==> src/rtl/wshb_pkg.sv <==
// wshb_pkg
//   Shared definitions for the Wishbone video stream sink.
//   - CTI_* : Wishbone B4 cycle type identifiers used by the stream bus.
//   - pix_word_t : one buffered pixel word plus its start-of-frame tag.
//   - apply_sel : zeroes every byte lane whose select bit is low.
package wshb_pkg;

    localparam logic [2:0] CTI_CLASSIC = 3'b000;
    localparam logic [2:0] CTI_INCR    = 3'b010;
    localparam logic [2:0] CTI_EOB     = 3'b111;

    typedef struct packed {
        logic        sof;
        logic [31:0] data;
    } pix_word_t;

    // Unselected byte lanes are stored as zero rather than left stale.
    function automatic logic [31:0] apply_sel(input logic [31:0] d, input logic [3:0] s);
        logic [31:0] m;
        m = '0;
        for (int i = 0; i < 4; i++) begin
            m[8*i +: 8] = s[i] ? d[8*i +: 8] : 8'h00;
        end
        return m;
    endfunction

endpackage

==> src/rtl/stream_fifo.sv <==
// stream_fifo
//   Synchronous first-word-fall-through FIFO with asynchronous active-high reset.
//   Ports:
//     sys_clk, sys_rst : clock and asynchronous reset (clears pointers and level)
//     push, push_data  : write one entry; ignored when the FIFO is full
//     pop              : drop the head entry; ignored when the FIFO is empty
//     head             : current head entry, valid whenever empty is low
//     empty            : no entries stored
//     level            : occupancy, 0..DEPTH
//   DEPTH must be a power of two so the pointers wrap naturally.
module stream_fifo
    import wshb_pkg::*;
#(
    parameter int  DEPTH = 16,
    parameter type T     = pix_word_t
) (
    input  logic                   sys_clk,
    input  logic                   sys_rst,
    input  logic                   push,
    input  T                       push_data,
    input  logic                   pop,
    output T                       head,
    output logic                   empty,
    output logic [$clog2(DEPTH):0] level
);

    localparam int             PTR_W    = $clog2(DEPTH);
    localparam logic [PTR_W:0] FULL_LVL = (PTR_W + 1)'(DEPTH);

    T                 mem [DEPTH];
    logic [PTR_W-1:0] wr_ptr;
    logic [PTR_W-1:0] rd_ptr;
    logic             do_push;
    logic             do_pop;

    assign empty   = (level == '0);
    assign do_pop  = pop & ~empty;
    assign do_push = push & (level != FULL_LVL);
    assign head    = mem[rd_ptr];

    // Storage needs no reset: an entry is only visible once level covers it.
    always_ff @(posedge sys_clk) begin
        if (do_push) begin
            mem[wr_ptr] <= push_data;
        end
    end

    // Pointers wrap modulo DEPTH; level tracks occupancy so full and empty are unambiguous.
    always_ff @(posedge sys_clk or posedge sys_rst) begin
        if (sys_rst) begin
            wr_ptr <= '0;
            rd_ptr <= '0;
            level  <= '0;
        end else begin
            if (do_push) begin
                wr_ptr <= wr_ptr + PTR_W'(1);
            end
            if (do_pop) begin
                rd_ptr <= rd_ptr + PTR_W'(1);
            end
            case ({do_push, do_pop})
                2'b10:   level <= level + (PTR_W + 1)'(1);
                2'b01:   level <= level - (PTR_W + 1)'(1);
                default: level <= level;
            endcase
        end
    end

endmodule

==> src/rtl/wshb_stream_sink.sv <==
// wshb_stream_sink
//   Wishbone B4 slave that terminates the video stream bus. Pixel-word writes
//   are buffered in a FWFT FIFO and presented on a valid/ready stream port.
//   The word written to address 0 is tagged as start-of-frame. Reads get err.
//   Ports:
//     sys_clk, sys_rst        : clock, asynchronous active-high reset
//     cyc, stb, we, adr       : Wishbone request; adr==0 marks start of frame
//     dat_ms, sel             : write data and byte selects
//     cti, bte                : cycle type (classic / incr / end of burst); bte ignored
//     ack, err                : registered write acknowledge / read refusal
//     rty, dat_sm             : tied to zero
//     out_data, out_sof       : head-of-FIFO pixel word and its frame tag
//     out_valid, out_ready    : stream handshake, pop on valid & ready
//     level                   : FIFO occupancy
module wshb_stream_sink
    import wshb_pkg::*;
#(
    parameter int DEPTH = 16,
    parameter int ADR_W = 32
) (
    input  logic                   sys_clk,
    input  logic                   sys_rst,
    input  logic                   cyc,
    input  logic                   stb,
    input  logic                   we,
    input  logic [ADR_W-1:0]       adr,
    input  logic [31:0]            dat_ms,
    input  logic [3:0]             sel,
    input  logic [2:0]             cti,
    input  logic [1:0]             bte,
    output logic                   ack,
    output logic                   err,
    output logic                   rty,
    output logic [31:0]            dat_sm,
    output logic [31:0]            out_data,
    output logic                   out_sof,
    output logic                   out_valid,
    input  logic                   out_ready,
    output logic [$clog2(DEPTH):0] level
);

    localparam int             LVL_W     = $clog2(DEPTH) + 1;
    localparam logic [LVL_W:0] DEPTH_EXT = (LVL_W + 1)'(DEPTH);

    logic           req;
    logic           space;
    logic           ack_d;
    logic           err_d;
    logic           pop;
    logic           fifo_empty;
    logic [LVL_W:0] committed;
    pix_word_t      push_word;
    pix_word_t      head_word;
    logic           unused_bte;

    // Only linear bursts exist on this bus, so the burst type is not decoded.
    assign unused_bte = ^bte;

    assign req = cyc & stb;

    // The word being acked this cycle lands at the next edge, so it already
    // occupies a slot when deciding whether the following word may be acked.
    assign committed = {1'b0, level} + {{LVL_W{1'b0}}, ack};
    assign space     = committed < DEPTH_EXT;

    // Classic cycles get one ack and a gap; incrementing bursts may stream
    // acks back to back; an end-of-burst word receives its ack and stops.
    assign ack_d = req & we & space & (~ack | (cti == CTI_INCR));
    assign err_d = req & ~we & ~err;

    always_comb begin
        push_word.sof  = (adr == {ADR_W{1'b0}});
        push_word.data = apply_sel(dat_ms, sel);
    end

    // Registered handshake; reset drops any transfer in flight without an ack.
    always_ff @(posedge sys_clk or posedge sys_rst) begin
        if (sys_rst) begin
            ack <= 1'b0;
            err <= 1'b0;
        end else begin
            ack <= ack_d;
            err <= err_d;
        end
    end

    assign pop = out_valid & out_ready;

    stream_fifo #(
        .DEPTH (DEPTH),
        .T     (pix_word_t)
    ) u_fifo (
        .sys_clk   (sys_clk),
        .sys_rst   (sys_rst),
        .push      (ack),
        .push_data (push_word),
        .pop       (pop),
        .head      (head_word),
        .empty     (fifo_empty),
        .level     (level)
    );

    assign out_valid = ~fifo_empty;
    assign out_data  = head_word.data;
    assign out_sof   = head_word.sof;
    assign rty       = 1'b0;
    assign dat_sm    = 32'h0000_0000;

endmodule
==> config.mk <==
export PLATFORM = sky130hd
export DESIGN_NAME = wshb_stream_sink
export DESIGN_NICKNAME = d
export VERILOG_FILES = /design/src/rtl/wshb_pkg.sv /design/src/rtl/stream_fifo.sv /design/src/rtl/wshb_stream_sink.sv
export SDC_FILE = /design/constraint.sdc
export NUM_CORES = 1
export LEC_CHECK = 0
export ABC_AREA = 1
export CAP_MARGIN = 25
export CORE_UTILIZATION = 25
export DETAILED_ROUTE_END_ITERATION = 10
export DONT_BUFFER_PORTS = 1
export HOLD_SLACK_MARGIN = 0.1
export SETUP_SLACK_MARGIN = 0.05
export SKIP_CTS_REPAIR_TIMING = 1
export SYNTH_ARGS = -nofsm -noshare
export SYNTH_HDL_FRONTEND = slang
export SYNTH_SLANG_ARGS = --single-unit
==> constraint.sdc <==
create_clock -name sys_clk -period 3.97 [get_ports sys_clk]
set_input_delay 0.794 -clock sys_clk [delete_from_list [all_inputs] [get_ports sys_clk]]
set_output_delay 0.794 -clock sys_clk [all_outputs]
set_load 0.01 [all_outputs]
==> results.md <==
- The flow ran to the end, and the final reports show no timing, DRC or antenna violations.
- The critical path is of the flip-flop to output pin type.
- In this run the remaining antenna-violating nets after routing total 0.
- The count of endpoints failing hold in the final timing report was 0.
- In this run the worst path has a maximum fanout of 26.
- The top-level I/O count is 153.
- Cells with a size suffix above 1 make up 10.3% of the layout.
- The largest net degree at the start of global routing is 165.
- The routed layout has 13600 vias.
- The logic depth of the worst register-to-register path is 7.
- The number of antenna diodes in the final layout is 0.
- The largest area contributor in the netlist is sky130_fd_sc_hd__edfxtp_1.
- Global routing used 11.4% of the available tracks across all layers.
- The core area is 92100 um2.
- The final period utilization is 90.7%.
- The slew of the pin with the lowest slew margin is 1000 ps.
- After filler insertion, the fill cell instance count of the layout stands at 9192.
- The headroom to the max-slew limit is 33.1%.
- STA classifies the critical path endpoint as an output pin.
- After clock tree synthesis, the clock-pin slew on the worst setup and hold paths is 60 ps.
- After detailed routing, the number of remaining DRC violations is 0.
- Traced cell by cell, the critical path runs through clkinv_2, buf_4, o211ai_1, nand3_1, nand3_1, nand2_1.
- The total global routing overflow is 0.
- Counting flops and latches in the post-synthesis netlist gives 543.
- The final layout contains routed wiring with a total length of 54900 um.
- The final net count is 1983.
- For the worst setup path, the data arrival time is 2810 ps.
- After synthesis, the share of flip-flops with an asynchronous set or reset is 2.76%.
- Summing internal, switching and leakage power gives 16.8 mW.
- Summing the sequential cell areas from Yosys gives 69.5% of the chip area.
- The number of global-route vias before repair came to 13000.
- For this design the total switching power over the nets is 6.01 mW.
- During synthesis, Yosys emitted a total of 0 warnings.
- Dividing the detail-routed wire length by the instance count gives 17.3 um.
- The peak clock frequency supported by timing is 278 MHz.
- Across all setup checks in the final design, the least slack found is 371 ps.
- Buffers placed on the I/O ports in this run total 0.
- The synthesized instance count is 1914.
- The count of different cell masters after synthesis is 27.
- The wire length of the first global-routing pass is 81300 um.
- At the placement stage, the worst setup path has a slack of 954 ps.
- The share of synthesized area in the top cell type comes to 67.9%.
- The clock tree from TritonCTS is yes.
- The cell area after synthesis is 23400 um2.
- The clock net in this run drives a total of 543 sinks.
- The first detailed-routing pass took 5 iterations.
- The sequential power share is 40.0%.
- The critical path's largest stage delay is 630 ps.
- The worst register-to-register path begins at u_fifo.level[1].
- The path class of the tightest hold or removal check is primary input to async pin.
- The kind of launch point of the worst setup path is a flip-flop.
- By instance count, the leading cell after synthesis is sky130_fd_sc_hd__edfxtp_1.
- The final max-slew violation count came to 0.
- The die outline height is 308 um.
- The clock latency reported for the late side of the worst-skew pair is 580 ps.
- The total negative slack for setup checks is 0 ps.
- The clock root buffer is sky130_fd_sc_hd__clkbuf_16.
- The final weighted congestion in routability-driven placement is 0.724.
- For the worst setup path, the data required time is 3180 ps.
- The initial utilization of the core area, before any placement, comes to 25.4%.
- The number of clock buffers added by TritonCTS is 53.
- Net switching is 35.7% of the power.
- Combinational logic burns 31.2% of the power.
- The average footprint of a synthesized cell is 12.2 um2.
- The largest voltage drop on the vdd net is 0.000483 V.
- Max-cap violations in this run came to 0.
- The number of flops mapped to enable cells by yosys is 528.
- The count of final setup violators is 0.
- The area added between synthesis and finish is 13.4%.
- Registers take 16200 um2.
- The cell row count is 111.
- Counting along the longest clock path gives a buffer depth of 3.
- The worst register-to-register path has a setup slack of 1230 ps.
- Clock skew on the completed layout was measured at 23.1 ps.
- Once detailed placement completed, the half-perimeter wirelength came to 29500 um.
- Setup repair after global routing left no endpoint under its margin.
- Cell internal power was estimated by the tool at 10.8 mW.
- After synthesis, the most frequently instantiated cells are sky130_fd_sc_hd__edfxtp_1, sky130_fd_sc_hd__inv_1, sky130_fd_sc_hd__nand2_1, sky130_fd_sc_hd__nand3_1, sky130_fd_sc_hd__o211ai_1.
- The die is 308 um wide.
- The footprint of the multi-input gates is 5300 um2.
- The detailed router finished its first iteration with 932 violations.
- The number of levels the H-tree was split into is 2.
- The number of antenna violations at the first check in global routing is 0.
- The worst register-to-register path ends at u_fifo.mem[9][7].
- The shortest clock period the worst path allows after layout is 3600 ps.
- The floorplan step defined a die boundary enclosing 94700 um2.
- The cell with the largest stage delay on the worst path is sky130_fd_sc_hd__dfrtp_4.
- The most numerous cell type found on the critical path is sky130_fd_sc_hd__nand3_1.
- The clock network accounts for 28.8% of the total power.
- The leakage power summed over all cells is 9.75 nW.
- The power density over the cells is 635 nW/um2.
- The most used flip-flop cell after synthesis is sky130_fd_sc_hd__edfxtp_1.
- After detailed routing, the number of vias per cell comes to 4.27.
- Sorting the synthesized cells by area gives the leading types as sky130_fd_sc_hd__edfxtp_1, sky130_fd_sc_hd__inv_1, sky130_fd_sc_hd__nand2_1, sky130_fd_sc_hd__o211ai_1, sky130_fd_sc_hd__nand3_1.
cell type report:
type	count	share of cell area, %
Sequential cell	543	61.3
Inverter	320	4.54
Clock buffer	64	5.24
Tap cell	1243	5.87
Timing Repair Buffer	41	2.01
Multi-Input combinational cell	936	20.0
Clock inverter	30	1.02
kinds of logic (layout without fill, tap and decap cells):
group	Yosys count	count (layout)	synth area share (%)
AND/OR/NAND/NOR	560	560	10.3
flip-flops	543	543	69.5
buffers and inverters	467	455	8.87
AO/OA/AOI/OAI	326	326	10.6
adder cells (fa/ha/maj)	9	9	0.482
XOR/XNOR	8	8	0.300
other	1	33	0.0160
state kept, by name, summed over array words and instances (netlist names):
register	cells
u_fifo.mem	528
u_fifo.level	5
ack	1
err	1
u_fifo.wr_ptr	4
u_fifo.rd_ptr	4
power by group through the flow:
stage / Clock, mW / Combinational [mW] / Sequential [mW]
final: 4.84 / 5.25 / 6.72
after global routing: 5.13 / 5.90 / 6.75
after detailed placement: 0 / 5.37 / 6.84
after CTS: 4.94 / 5.39 / 6.72
after global placement: 0 / 5.31 / 6.84
after floorplan: 0 / 4.14 / 6.64
worst max-delay path by stage:
stage	startpoint	end	slack, ps
floorplan	u_fifo.level[0]	u_fifo.mem[11][0]	450
global placement	u_fifo.rd_ptr[1]	out_data[20]	950
detailed placement	u_fifo.rd_ptr[1]	out_data[0]	950
CTS	u_fifo.rd_ptr[1]	out_data[0]	290
global route	u_fifo.rd_ptr[1]	out_data[0]	200
finish	u_fifo.rd_ptr[1]	out_data[0]	370
critical path: cells and delay by family (launching register included):
kind | cells | cell delay, ps
and+or+nand+nor | 3 | 480
buffers and inverters | 2 | 980
AOI/OAI and AO/OA | 1 | 110
DFF | 1 | 630
placed cells by master (no fill, tap or decap), drive strengths merged:
master	Yosys	routed
bufinv	0	4
nand4	6	6
dfrtp	15	15
xnor2	2	2
o211ai	212	212
nor4	4	4
inv	319	321
clkbuf	22	64
ha	9	9
nor3	3	3
clkinvlp	0	1
a21oi	54	54
nand3b	3	3
conb	1	33
buf	125	41
nand3	206	206
nor2	29	29
nand2	309	309
clkinv	1	24
o21bai	1	1
edfxtp	528	528
o21ai	59	59
xor2	6	6
routing by layer:
layer	vias to the layer above	share of wire [%]	global-route usage (%)
li1	6592	-	-
met4	0	1.8	2.68
met1	6544	45	15.1
met2	368	49	19.5
met3	65	4.8	1.78
met5	-	0	0
through the flow:
stage / hold WS (ps) / utilization, % / cells / cell area, um2
5_1_grt: 226 / 28.8 / 3177 / 26500
2_1_floorplan: 470 / - / 1946 / 23500
4_1_cts: 184 / 28.8 / 3176 / 26500
3_3_place_gp: 491 / 27.0 / 3082 / 24800
6_report: 191 / 28.8 / 3177 / 26500
3_5_place_dp: 488 / 27.0 / 3082 / 24800
No activity file was read; power rests on OpenSTA's default activity.
